===== src/rtl/calc_arbiter.sv =====
// calc_arbiter: round-robin sharing of one combinational calculator between two requesters.
// Define CALC_ARB_FIXED_PRIO_EN for fixed priority (requester 0 always wins).
module calc_arbiter #(
  parameter int WIDTH = 32,
  parameter int OPW   = 2
) (
  input  logic             clk,
  input  logic             rst_n,
  input  logic             req0_valid,
  output logic             req0_ready,
  input  logic [OPW-1:0]   req0_op,
  input  logic [WIDTH-1:0] req0_val1,
  input  logic [WIDTH-1:0] req0_val2,
  input  logic             req1_valid,
  output logic             req1_ready,
  input  logic [OPW-1:0]   req1_op,
  input  logic [WIDTH-1:0] req1_val1,
  input  logic [WIDTH-1:0] req1_val2,
  output logic             resp_valid,
  input  logic             resp_ready,
  output logic [WIDTH-1:0] resp_data,
  output logic             resp_id,
  output logic [OPW-1:0]   calc_operation,
  output logic [WIDTH-1:0] calc_val1,
  output logic [WIDTH-1:0] calc_val2,
  input  logic [WIDTH-1:0] calc_out,
  output logic             busy
);
  typedef enum logic [1:0] {IDLE, EXEC, RESP} state_t;
  state_t state_q, state_d;
  logic [OPW-1:0] op_q, op_d;
  logic [WIDTH-1:0] v1_q, v1_d, v2_q, v2_d, data_q, data_d;
  logic id_q, id_d, rv_q, rv_d;
  logic idle, gnt1, acc;
`ifdef CALC_ARB_FIXED_PRIO_EN
  assign gnt1 = req1_valid & ~req0_valid;
`else
  logic last_q, last_d;
  // last_q==0 means requester 0 won last, so requester 1 takes a tie
  assign gnt1 = req1_valid & (~req0_valid | ~last_q);
`endif
  assign idle       = state_q == IDLE;
  assign req0_ready = idle & req0_valid & ~gnt1;
  assign req1_ready = idle & gnt1;
  assign acc        = req0_ready | req1_ready;
  assign busy       = ~idle;
  assign calc_operation = op_q;
  assign calc_val1  = v1_q;
  assign calc_val2  = v2_q;
  assign resp_data  = data_q;
  assign resp_id    = id_q;
  assign resp_valid = rv_q;
  always_comb begin
    state_d = state_q;
    op_d    = op_q;
    v1_d    = v1_q;
    v2_d    = v2_q;
    data_d  = data_q;
    id_d    = id_q;
    rv_d    = rv_q;
`ifndef CALC_ARB_FIXED_PRIO_EN
    last_d  = last_q;
`endif
    unique case (state_q)
      IDLE: if (acc) begin
        state_d = EXEC;
        op_d    = gnt1 ? req1_op : req0_op;
        v1_d    = gnt1 ? req1_val1 : req0_val1;
        v2_d    = gnt1 ? req1_val2 : req0_val2;
        id_d    = gnt1;
`ifndef CALC_ARB_FIXED_PRIO_EN
        last_d  = gnt1;
`endif
      end
      EXEC: begin
        state_d = RESP;
        data_d  = calc_out;
        rv_d    = 1'b1;
      end
      RESP: if (resp_ready) begin
        state_d = IDLE;
        rv_d    = 1'b0;
      end
      default: state_d = IDLE;
    endcase
  end
  always_ff @(posedge clk or negedge rst_n) begin
    if (!rst_n) begin
      state_q <= IDLE;
      op_q    <= '0;
      v1_q    <= '0;
      v2_q    <= '0;
      data_q  <= '0;
      id_q    <= 1'b0;
      rv_q    <= 1'b0;
`ifndef CALC_ARB_FIXED_PRIO_EN
      last_q  <= 1'b1;
`endif
    end else begin
      state_q <= state_d;
      op_q    <= op_d;
      v1_q    <= v1_d;
      v2_q    <= v2_d;
      data_q  <= data_d;
      id_q    <= id_d;
      rv_q    <= rv_d;
`ifndef CALC_ARB_FIXED_PRIO_EN
      last_q  <= last_d;
`endif
    end
  end
endmodule

===== config.mk =====
export PLATFORM = sky130hd
export DESIGN_NAME = calc_arbiter
export DESIGN_NICKNAME = d
export VERILOG_FILES = /design/src/rtl/calc_arbiter.sv
export SDC_FILE = /design/constraint.sdc
export NUM_CORES = 1
export LEC_CHECK = 0
export CAP_MARGIN = 15
export CORE_ASPECT_RATIO = 0.75
export CORE_UTILIZATION = 39
export DETAILED_ROUTE_END_ITERATION = 10
export HOLD_SLACK_MARGIN = 0.06
export PLACE_DENSITY = 0.82
export SETUP_SLACK_MARGIN = 0.1
export SLEW_MARGIN = 25
export SYNTH_ARGS = -nofsm -noshare
export SYNTH_HDL_FRONTEND = slang
export SYNTH_SLANG_ARGS = --single-unit

===== constraint.sdc =====
create_clock -name clk -period 1.9 [get_ports clk]
set_input_delay 0.57 -clock clk [delete_from_list [all_inputs] [get_ports clk]]
set_output_delay 0.57 -clock clk [all_outputs]
set_load 0.02 [all_outputs]

# Yosys cells after proc, flatten, opt, wreduce, memory -nomap -nowiden
# Index checks and enable logic that the tools add are counted.
dict set report word_totals {
  wordCells 35
  ff_bits 103
}
dict set report classes {
  reduce_logical 5
  muxes 8
  n_eq_ne 4
  n_bitwise 10
}
# op n
set ops {}
lappend ops {{32-bit two-way mux} 2}
lappend ops {{2-bit two-way mux} 3}
lappend ops {{2-bit case mux with 3 select lines} 1}
lappend ops {{2-bit AND reduction} 3}
lappend ops {{1-bit bitwise AND} 4}
lappend ops {{1-bit inverter} 4}
lappend ops {{2-bit by 1-bit equality test with 1-bit output (second input constant)} 1}
lappend ops {{2-bit equality test (second input constant)} 1}
lappend ops {{2-bit zero test} 1}
lappend ops {{2-bit by 1-bit != test with 1-bit output (second input constant)} 1}
lappend ops {{2-bit != test (second input constant)} 1}
lappend ops {{1-bit OR} 2}
lappend ops {{1-bit case mux with 2 select lines} 1}
lappend ops {{2-bit nonzero test} 1}
lappend ops {{1-bit two-way mux} 1}

# Longest topological paths before layout
# Gate-level depths: netlist of run 1.
dict set report logic_depth {
  ltp_word 8
  mapped_depth 6
  ltp_nobuf 3
}

# Worst setup path before layout of run 1
# Ideal clock, no wire load.
dict set report synth_path {
  path_type {input to output}
  startpoint {in req1_valid}
  endpoint {out req1_ready}
  cell_stages 5
  n_path_buf 3
  t_required_ns 1.330
  slack_ns -0.330
  t_arrival_ns 1.660
  cell_sequence {a21bo_1 > buf_6 > buf_6 > buf_6 > nor3_1}
}
dict set report synth_via {
  elab_chain_len 2
}
# element line
set synth_lines {}
lappend synth_lines {{start: declaration} 14} ;# input logic req1_valid,
lappend synth_lines {{1-bit bitwise AND} 40} ;# assign gnt1 = req1_valid & (~req0_valid | ~last_q);
lappend synth_lines {{1-bit bitwise AND} 44} ;# assign req1_ready = idle & gnt1;
lappend synth_lines {{end: declaration} 15} ;# output logic req1_ready,
# No other way between the ends.

# Worst setup path in the final report of run 1
dict set report layout_path {
  startpoint {reg state_q[0]}
  endpoint {out req0_ready}
}
dict set report layout_via {
  elab_chain_len 3
}
# element line
set layout_lines {}
lappend layout_lines {{start: declaration} 30} ;# state_t state_q, state_d;
lappend layout_lines {{start signal: assignment} 100} ;# state_q <= state_d;
lappend layout_lines {{2-bit zero test} 42} ;# assign idle = state_q == IDLE;
lappend layout_lines {{1-bit bitwise AND (2 in series)} 43} ;# assign req0_ready = idle & req0_valid & ~gnt1;
lappend layout_lines {{end: declaration} 10} ;# output logic req0_ready,
# No other way between the ends.

==> impl_metrics.csv, run 1 <==
group,metric,value,unit
run_status,status,"finished with violations",
run_status,violations,"negative setup slack",
layout,fillers,873,
pwr,comb_power_share,0.535,
layout,final_common_cell,"clkdlybuf4s50_1",
die,initial_core_util,0.406,
place,port_buffers,271,
die,std_cell_rows,34,
yosys,ys_ff_latch,103,
drt,drt-total-wl,13.3,mm
yosys,synth_area,4790,um^2
die,die_height,98.0,um
grt,antenna_found_initial,0,
timing,setup_ws,-0.0518,ns
die,die_w,130,um
layout,stdcell_area,8320,um^2
timing,fin_crit_sh,1.03,
cts,cts_buffers,9,
cts,htreeDepth,3,
place,detailedPlace.worstSlack,-0.983,ns
die,pin_count,272,
yosys,syn_avg_cell_area,15.7,um^2
grt,grt_overflow,0,
cts,clock_sinks,103,
cts,cts_tree,"yes",
pwr,p_switching,4.57,mW
pwr,p_sw_frac,0.362,
yosys,synth_top_area_cell,"dfrtp_1",
pwr,p_int,8.06,mW
drt,drc_errors,0,
place,hpwl,9.59,mm
timing,skew,0.00713,ns
setup_path,cp.required,1.33,ns
timing,fmax,512,MHz
setup_path,crit_path_start_kind,"register",
cts,cts-hold-fix-buffers,0,
cts,cts_root_buffer,"clkbuf_16",
pwr,seq_power_share,0.308,
pwr,clockPowerShare,0.157,
cts,worstSkewPairLatency,0.34,ns
drt,wl_per_cell,17.6,um
place,gp_congestion,0.697,
pwr,ir_drop,0.889,mV
timing,hold_violations,0,
setup_path,end_kind,"output pin",
pwr,power_density,1520,nW/um^2
die,die-area,12700,um^2
drt,dr_total_vias,3579,
layout,fin_nets,760,
setup_path,path_class,"register to output pin",
grt,grtUsageTotal,0.206,
grt,grt_pass1_vias,3914,
drt,dr.pass1.iters,4,
timing,min_period,1.95,ns
layout,most-common-layout-cells,"clkdlybuf4s50_1, dfrtp_1, dlygate4sd2_1",
drt,drt_iter0_drc,58,
place,placed_area,7790,um^2
setup_path,crit_fanout,2,
yosys,yosys.cell_types.count,21,
setup_path,cp.arrival,1.38,ns
die,coreArea,11800,um^2
yosys,syn_inst,304,
timing,setup_violations,1,
layout,antenna_cells,0,
yosys,yosysWarnings,0,
drt,ant_nets,0,
yosys,synth.top_cell.area_share,0.533,
cts,path_clk_slew,0.07,ns
min_path,min_path_type,"input pin to async pin",
job,drv_cap,0,
timing,rsz0062_at_grt,"yes",
layout,drive_gt1_frac,0.366,
timing,maxSlewHeadroom,0.801,
drt,vias_per_cell,4.72,
cts,cts_max_path_buffers,2,
grt,grt_max_degree,46,
yosys,syn_nets,473,
yosys,ys_seq_area_frac,0.539,
timing,slew_viol_final,0,
layout,syn_to_final_growth,73.8,%
grt,grt_pass1_wl,20.2,mm
yosys,netlist_top_cells_area,"dfrtp_1, mux2_2, mux2_4",
pwr,p_leak,3.77,nW
timing,worst_slew_pin_slew,0.299,ns
==> final cells by class <==
| class | count | area (um^2) | share of cell area |
|---|---|---|---|
| multi-input cells | 180 | 2260 | 0.271 |
| clock inverters | 5 | 81.3 | 0.00978 |
| inverters | 2 | 7.51 | 0.000903 |
| clock buffers | 11 | 243 | 0.0292 |
| well taps | 162 | 203 | 0.0244 |
| flip-flops and latches | 103 | 2580 | 0.310 |
| repair buffers | 295 | 2950 | 0.354 |
==> registers in the layout, indices dropped and copies added (netlist names) <==
| register | cells |
|---|---|
| calc_operation | 2 |
| resp_id | 1 |
| state_q | 2 |
| calc_val1 | 32 |
| resp_data | 32 |
| calc_val2 | 32 |
| last_q | 1 |
| resp_valid | 1 |
==> power groups by stage <==
stage	registers [mW]	clock network, mW	logic [mW]
floorplan	5.31	0	2.54
global route	4.04	2.11	7.14
detailed placement	3.97	0	7.27
CTS	3.90	2.03	6.64
global placement	3.89	0	7.14
finish	3.89	1.98	6.76
==> synthesized netlist by cell type, drive strengths merged <==
cell and n:
a21bo 1, a21o 1, a21oi 2, buf 18
clkbuf 1, dfrtp 102, dfstp 1, inv 2
mux2 164, nand2 3, nor2 1, nor2b 2
nor3 1, nor3b 1, o21a 1, o21ai 1
or2 1, or3b 1
==> layer usage <==
layer,global-route usage,routed length [um]
met3,0.0773,1200
met5,0,0
met1,0.225,5220
met4,0.0581,189
met2,0.371,6730
==> cells by family after synthesis <==
group / Yosys count / synth area share
flops: 103 / 0.539
simple gates: 10 / 0.0115
mux: 164 / 0.414
buf+inv: 21 / 0.0274
compound gates: 6 / 0.00836
==> path summary, 6_finish.rpt <==
kind                       slack (ns)          start       endpoint  cells after the start
max                             -0.05     state_q[0]     req0_ready                      3
min                              0.11          rst_n  calc_val2[23]                      1
max in group asynchronous        1.21          rst_n         last_q                      2
min reg2reg                      0.50  resp_data[16]  resp_data[16]                      1
max reg2reg                      0.13         last_q   calc_val2[9]                      5
min in group clk                 0.50  resp_data[16]  resp_data[16]                      1
==> metrics by stage <==
step | setup TNS (ns) | hold WS [ns] | instances | util | power, mW
2_1_floorplan | -0.0426 | 0.274 | 304 | - | 7.86
3_3_place_gp | -43.00 | 0.467 | 734 | 0.661 | 11.0
3_5_place_dp | -46.38 | 0.482 | 734 | 0.661 | 11.2
4_1_cts | -0.0706 | 0.109 | 753 | 0.692 | 12.6
5_1_grt | -0.101 | 0.115 | 758 | 0.706 | 13.3
6_report | -0.0518 | 0.107 | 758 | 0.706 | 12.6
==> critical path, stage by stage (launching register included) <==
cell	delay, ns
dfrtp_1	0.40
or3b_4	0.40
nor2b_4	0.12
buf_6	0.12
==> repair_timing <==
action / 4_1_cts / 5_1_grt
endpoints found under the hold margin: 0 / 0
gates cloned: 0 / 4
setup endpoints to repair: 169 / 51
gates resized for setup: 162 / 18
buffers inserted: 3 / 2
pin swaps: 3 / 1
(Power assumes the default switching activity.)
==> run 2, diff against run 1 <==
--- a/config.mk
+++ b/config.mk
@@ -5,12 +5,12 @@
 export SDC_FILE = /design/constraint.sdc
 export NUM_CORES = 1
 export LEC_CHECK = 0
-export CAP_MARGIN = 15
+export ABC_AREA = 1
 export CORE_ASPECT_RATIO = 0.75
 export CORE_UTILIZATION = 39
 export DETAILED_ROUTE_END_ITERATION = 10
 export HOLD_SLACK_MARGIN = 0.06
-export PLACE_DENSITY = 0.82
+export PLACE_DENSITY = 0.81
 export SETUP_SLACK_MARGIN = 0.1
 export SLEW_MARGIN = 25
 export SYNTH_ARGS = -nofsm -noshare
==> run 2 against run 1 <==
Effect of this change: the flow now finishes without violations; global-route usage grew 4.2 points; clock skew increased by 0.0053 ns; cell count grew 44%; clock power fell by 9%; routed wire length grew 22%; worst setup slack improved by 0.059 ns; via count is 47% higher; design area shrank 3.9%; utilization decreased by 5.6 points; flip-flop and latch count stayed put; critical path depth is 2 higher; critical path type unchanged; largest cell class unchanged.
==> impl_metrics.csv, run 2 <==
group,metric,value,unit
run_status,status,"complete, no violations",
setup_path,crit_fanout,2,
yosys,ys_async_sr_fraction,1.00,
layout,finalNonFillerCells,1088,
timing,hold_violations,0,
place,placed_area,7790,um^2
setup_path,startpoint,"state_q[0]",
cts,htreeDepth,3,
cts,cts-hold-fix-buffers,0,
job,drv_cap,0,
timing,slew_viol_final,0,
grt,grt_overflow,0,
yosys,ys_seq_area_frac,0.522,
yosys,synth_flop_cell,"dfrtp_1",
timing,min_period,1.89,ns
timing,setup_violations,0,
layout,fin_nets,1086,
cts,path_clk_slew,0.07,ns
timing,fin_crit_sh,0.996,
setup_path,crit_chain,"nor2_4 > buf_6 > nand2_4 > a21oi_2 > buf_4",
die,die_height,99.5,um
setup_path,crit_buf_inv,2,
die,pin_count,272,
pwr,ir_drop,0.611,mV
drt,drt-total-wl,16.2,mm
place,hpwl,11.4,mm
setup_path,cp.required,1.33,ns
die,die-area,13100,um^2
cts,cts_max_path_buffers,2,
drt,wl_per_cell,14.9,um
cts,clock_sinks,103,
yosys,synth_top_area_cell,"dfrtp_1",
pwr,p_leak,4.29,nW
setup_path,crit-reg2reg-launch,"state_q[0]",
pwr,power_density,1460,nW/um^2
layout,stdcell_area,7990,um^2
place,detailedPlace.worstSlack,-0.598,ns
min_path,min_path_type,"input pin to async pin",
place,gp_congestion,0.801,
drt,ant_nets,0,
place,placed_cells,1071,
layout,ff_latch_area,2580,um^2
yosys,yosysMostFrequentCell,"nand2_1",
die,coreArea,12300,um^2
grt,grtUsageTotal,0.249,
timing,maxSlewHeadroom,0.603,
setup_path,cpPeakStageDelay,0.41,ns
layout,fin_util,0.650,
yosys,ys_ff_latch,103,
cts,cts_root_buffer,"clkbuf_16",
drt,vias_per_cell,4.82,
pwr,finalPower,11.7,mW
place,port_buffers,271,
grt,grt_max_degree,54,
yosys,synthTopCellsByCount,"nand2_1, nand3_1, dfrtp_1, buf_2, clkbuf_1",
layout,most-common-layout-cells,"nand2_1, clkdlybuf4s50_1, nand3_1",
die,std_cell_rows,35,
grt,grt_pass1_wl,25.6,mm
setup_path,path_class,"register to output pin",
setup_path,crit_family,"flip-flops",
die,initial_core_util,0.402,
yosys,syn_avg_cell_area,7.43,um^2
layout,syn_to_final_growth,61.7,%
drt,drt_iter0_drc,218,
yosys,synth_edf_count,0,
grt,antenna_found_initial,0,
layout,multi_input_area,2120,um^2
setup_path,cp.arrival,1.32,ns
cts,cts_tree,"yes",
yosys,syn_nets,834,
layout,fillers,1093,
yosys,syn_inst,665,
timing,fmax,528,MHz
drt,dr.pass1.iters,4,
setup_path,end_kind,"output pin",
layout,antenna_cells,0,
timing,setup_ws,0.00759,ns
setup_path,cpMaxStageDelayCell,"dfrtp_1",
yosys,netlist_top_cells_area,"dfrtp_1, nand2_1, nand3_1",
layout,drive_gt1_frac,0.0553,
drt,dr_total_vias,5249,
yosys,yosys.cell_types.count,17,
timing,rsz0062_at_grt,"yes",
timing,worst_slew_pin_slew,0.596,ns
yosys,yosysWarnings,0,
yosys,synth.top_cell.area_share,0.516,
yosys,synth_area,4940,um^2
timing,skew,0.0124,ns
grt,grt_pass1_vias,4994,
die,die_w,132,um
drt,drc_errors,0,
cts,worstSkewPairLatency,0.34,ns
setup_path,crit_path_start_kind,"register",
layout,final_common_cell,"nand2_1",
cts,cts_buffers,9,
==> run 2: cell count changes in the layout (fill, tap and decap cells not counted), sizes merged, moves of 2 or more <==
cell    before  now
inv          2    8
bufinv       2    0
nor2b        2    0
buf         27   24
mux2       164    0
nand2        3  369
nand3        0  134
clkbuf      14   10
==> run 2: per-layer routing <==
| metal | GRT usage | part of all wire |
|---|---|---|
| met1 | 0.317 | 0.42 |
| met5 | 0 | 0 |
| met4 | 0.0546 | 0.011 |
| met3 | 0.0765 | 0.085 |
| met2 | 0.417 | 0.48 |
==> run 2: worst paths after layout <==
kind | slack [ns] | endpoint | cells past startpoint
max | 0.008 | req0_ready | 5
min | 0.11 | resp_data[19] | 1
max reg2reg | 0.14 | calc_val1[25] | 7
min reg2reg | 0.46 | resp_id | 2
max in group asynchronous | 1.18 | last_q | 2
min in group clk | 0.46 | resp_id | 2
==> run 2: cells by family after synthesis <==
logic type             share of synthesized area
and+or+nand+nor                            0.422
buffers and inverters                     0.0534
DFF                                        0.522
AOI/OAI and AO/OA                        0.00303
==> run 2: metrics by stage <==
stage | setup TNS (ns) | hold WS [ns]
floorplan | 0 | 0.274
global placement | -30.39 | 0.452
detailed placement | -32.44 | 0.458
CTS | 0 | 0.109
global route | -0.0673 | 0.113
finish | 0 | 0.111
==> run 2: where the power goes <==
group          total [mW]  switching [mW]  internal [mW]  leakage, nW
clock                1.80           0.848          0.949        0.143
sequential           3.80           0.534           3.26         1.27
combinational        6.11            3.85           2.26         2.87
total                11.7            5.23           6.48         4.29
==> run 2: worst reg2reg max path: cells and delay by family, from the launching register on <==
| family | cells | cell delay (ns) |
|---|---|---|
| buffers and inverters | 3 | 0.96 |
| flip-flops | 1 | 0.39 |
| AND/OR/NAND/NOR | 4 | 0.35 |
==> run 2: layout make-up <==
type | instances | area share
sequential | 103 | 0.323
timing repair buffer | 290 | 0.347
tap | 166 | 0.0260
multi-input combinational | 508 | 0.266
clock inverter | 6 | 0.00657
inverter | 5 | 0.00235
clock buffer | 10 | 0.0299
==> run 2: timing repair <==
| action | 4_1_cts | 5_1_grt |
|---|---|---|
| gates cloned | 0 | 0 |
| buffers inserted | 1 | 0 |
| endpoints found under the setup margin | 171 | 46 |
| pin swaps | 1 | 1 |
| resized for setup | 121 | 4 |
==> RTL edit (config.mk and constraints of run 1) <==
Change the parameter `WIDTH` from 32 to 24.
--- a/src/rtl/calc_arbiter.sv
+++ b/src/rtl/calc_arbiter.sv
@@ -2,5 +2,5 @@
 // Define CALC_ARB_FIXED_PRIO_EN for fixed priority (requester 0 always wins).
 module calc_arbiter #(
-  parameter int WIDTH = 32,
+  parameter int WIDTH = 24,
   parameter int OPW   = 2
 ) (
Ports: changed (8 resized); port bits go from 272 to 208. No check against the original RTL was run, so the function may have changed too.
==> RTL edit against run 1 <==
The run still ends with setup timing left. Final cell count decreased by 22%. Wire length shrank 27%. Clock power down 12%. Largest power group unchanged. Fmax grew 0.74%. Setup slack better by 0.014 ns. Power shrank 19%. Sequential cell count down 24. Area after synthesis down 16%. Critical path type unchanged. Clock skew is 0.0044 ns lower. Cell area down 22%.
==> RTL edit: results (changes against run 1) <==
* Placed cell count at 576 (-22%)
* RD Place Congestion at 0.788 (+13%)
* Dpl ws at -0.939 ns (+0.0448 ns)
* DP Area at 6280 µm² (-19%)
* CP endpoint: req0_ready
* RR Startpoint: last_q
* Status: complete, but fails checks
* Xor/xnor share of the synthesized area at 0% (unchanged)
* Critical Path AT at between 1 and 1.5 ns
* Final worst setup slack at -0.0374 ns (+0.0144 ns)
* R2r setup slk at 0.15 ns (+0.02 ns)
* Initial DRC count at 66 (+14%)
* Yosys top cell area share at 48.8% (-4.5 points)
* Met3 Use GR at 5.84% (-1.9 points)
* Grt met1 use at 22.9% (+0.43 points)
* Gr usage total at 18.7% (-1.9 points)
* M2 GR Usage at 31.6% (-5.5 points)
* Max incr delay on CP at 0.42 ns (+0.02 ns)
* Commonest register cell after synthesis: dfrtp_1
* Setup-failing EPs final at 1 (unchanged)
* ANT cells at 0 (unchanged)
* Filler Cell Count at 718 (-18%)
* Relative slew slack at 78.3% (-1.8 points)
* Sequential share of the synthesized area at 49.4% (-4.4 points)
* Leakage power at 3.06 nW (-19%)
* Routed vias/inst at 4.63 (-2.0%)
* Share of cells above drive strength 1 at 37.4% (+0.87 points)
* Total negative slack at -0.0374 ns (+0.0144 ns)
* First-pass GRT wire length at 15.5 mm (-23%)
* Met3 WL at 785 µm (-34%)
* DR WL met2 at 4.72 mm (-30%)
* Mux share of post-synthesis cell area at 43.9% (+2.5 points)
* Longest Clk Path Bufs at 2 (unchanged)
* Largest net degree at the start of global routing at 42 (-8.7%)
* Avg WL per Cell at 16.4 µm (-7.0%)
* Worst VDD drop at 0.595 mV (-33%)
* Synth Area in Adders at 0% (unchanged)
* Skew final at 0.00277 ns (-0.00435 ns)
* Unique masters post-synth at 22 (+4.8%)
* CP delay by family, top: simple AND/OR/NAND/NOR gates
* Synth Area in Compound Gates at 1.00% (+0.16 points)
* WL met1 at 4.08 mm (-22%)
* Port Buffers at 207 (-24%)
* Mapped Cells at 236 (-22%)
* Final #Nets at 586 (-23%)
* R2r endpoint: calc_val2[2]
* Worst hold slack at 0.120 ns (+0.0135 ns)
* Top post-synthesis cells by area: dfrtp_1 49%, mux2_4 36%, mux2_2 7.9%
* Vias in the first global route at 3037 (-22%)
* Synth Net Count at 365 (-23%)
* WL final at 9.72 mm (-27%)
* R2r worst-path depth at 4 (-1)
* Launch point of the worst path: state_q[1]
* Violated checks: setup timing
* Most frequent cells after synthesis: 96 x mux2_4, 78 x dfrtp_1, 28 x mux2_2
* Crit-path slowest cell: or3b_4
* H-Tree Depth at 3 (unchanged)
* Detailed placement HPWL at 7.32 mm (-24%)
-- RTL edit: cell types whose count changed after synthesis, sizes merged --
cell and change:
mux2 -40, dfrtp -24, buf -3, clkbuf -1
-- RTL edit: area by class of cell --
cell class	count	area, µm²	area share (%)
Timing Repair Buffer	225	2170	33.3
Sequential cell	79	1980	30.3
Multi-Input combinational cell	140	1900	29.1
Clock buffer	10	239	3.66
Tap cell	132	165	2.53
Clock inverter	6	68.8	1.05
Inverter	2	7.51	0.115
-- RTL edit: repair_timing --
item | in CTS | in global routing
setup buffers | 1 | 1
gates resized for setup | 108 | 1
endpoints found under the setup margin | 129 | 3
pin swaps | 2 | 2
-- RTL edit: where the power goes --
group | total (W) | switching (W) | internal (W)
registers | 0.00304 | 0.000463 | 0.00257
clock network | 0.00174 | 0.000682 | 0.00106
logic | 0.00549 | 0.00253 | 0.00296
total | 0.0103 | 0.00368 | 0.00659
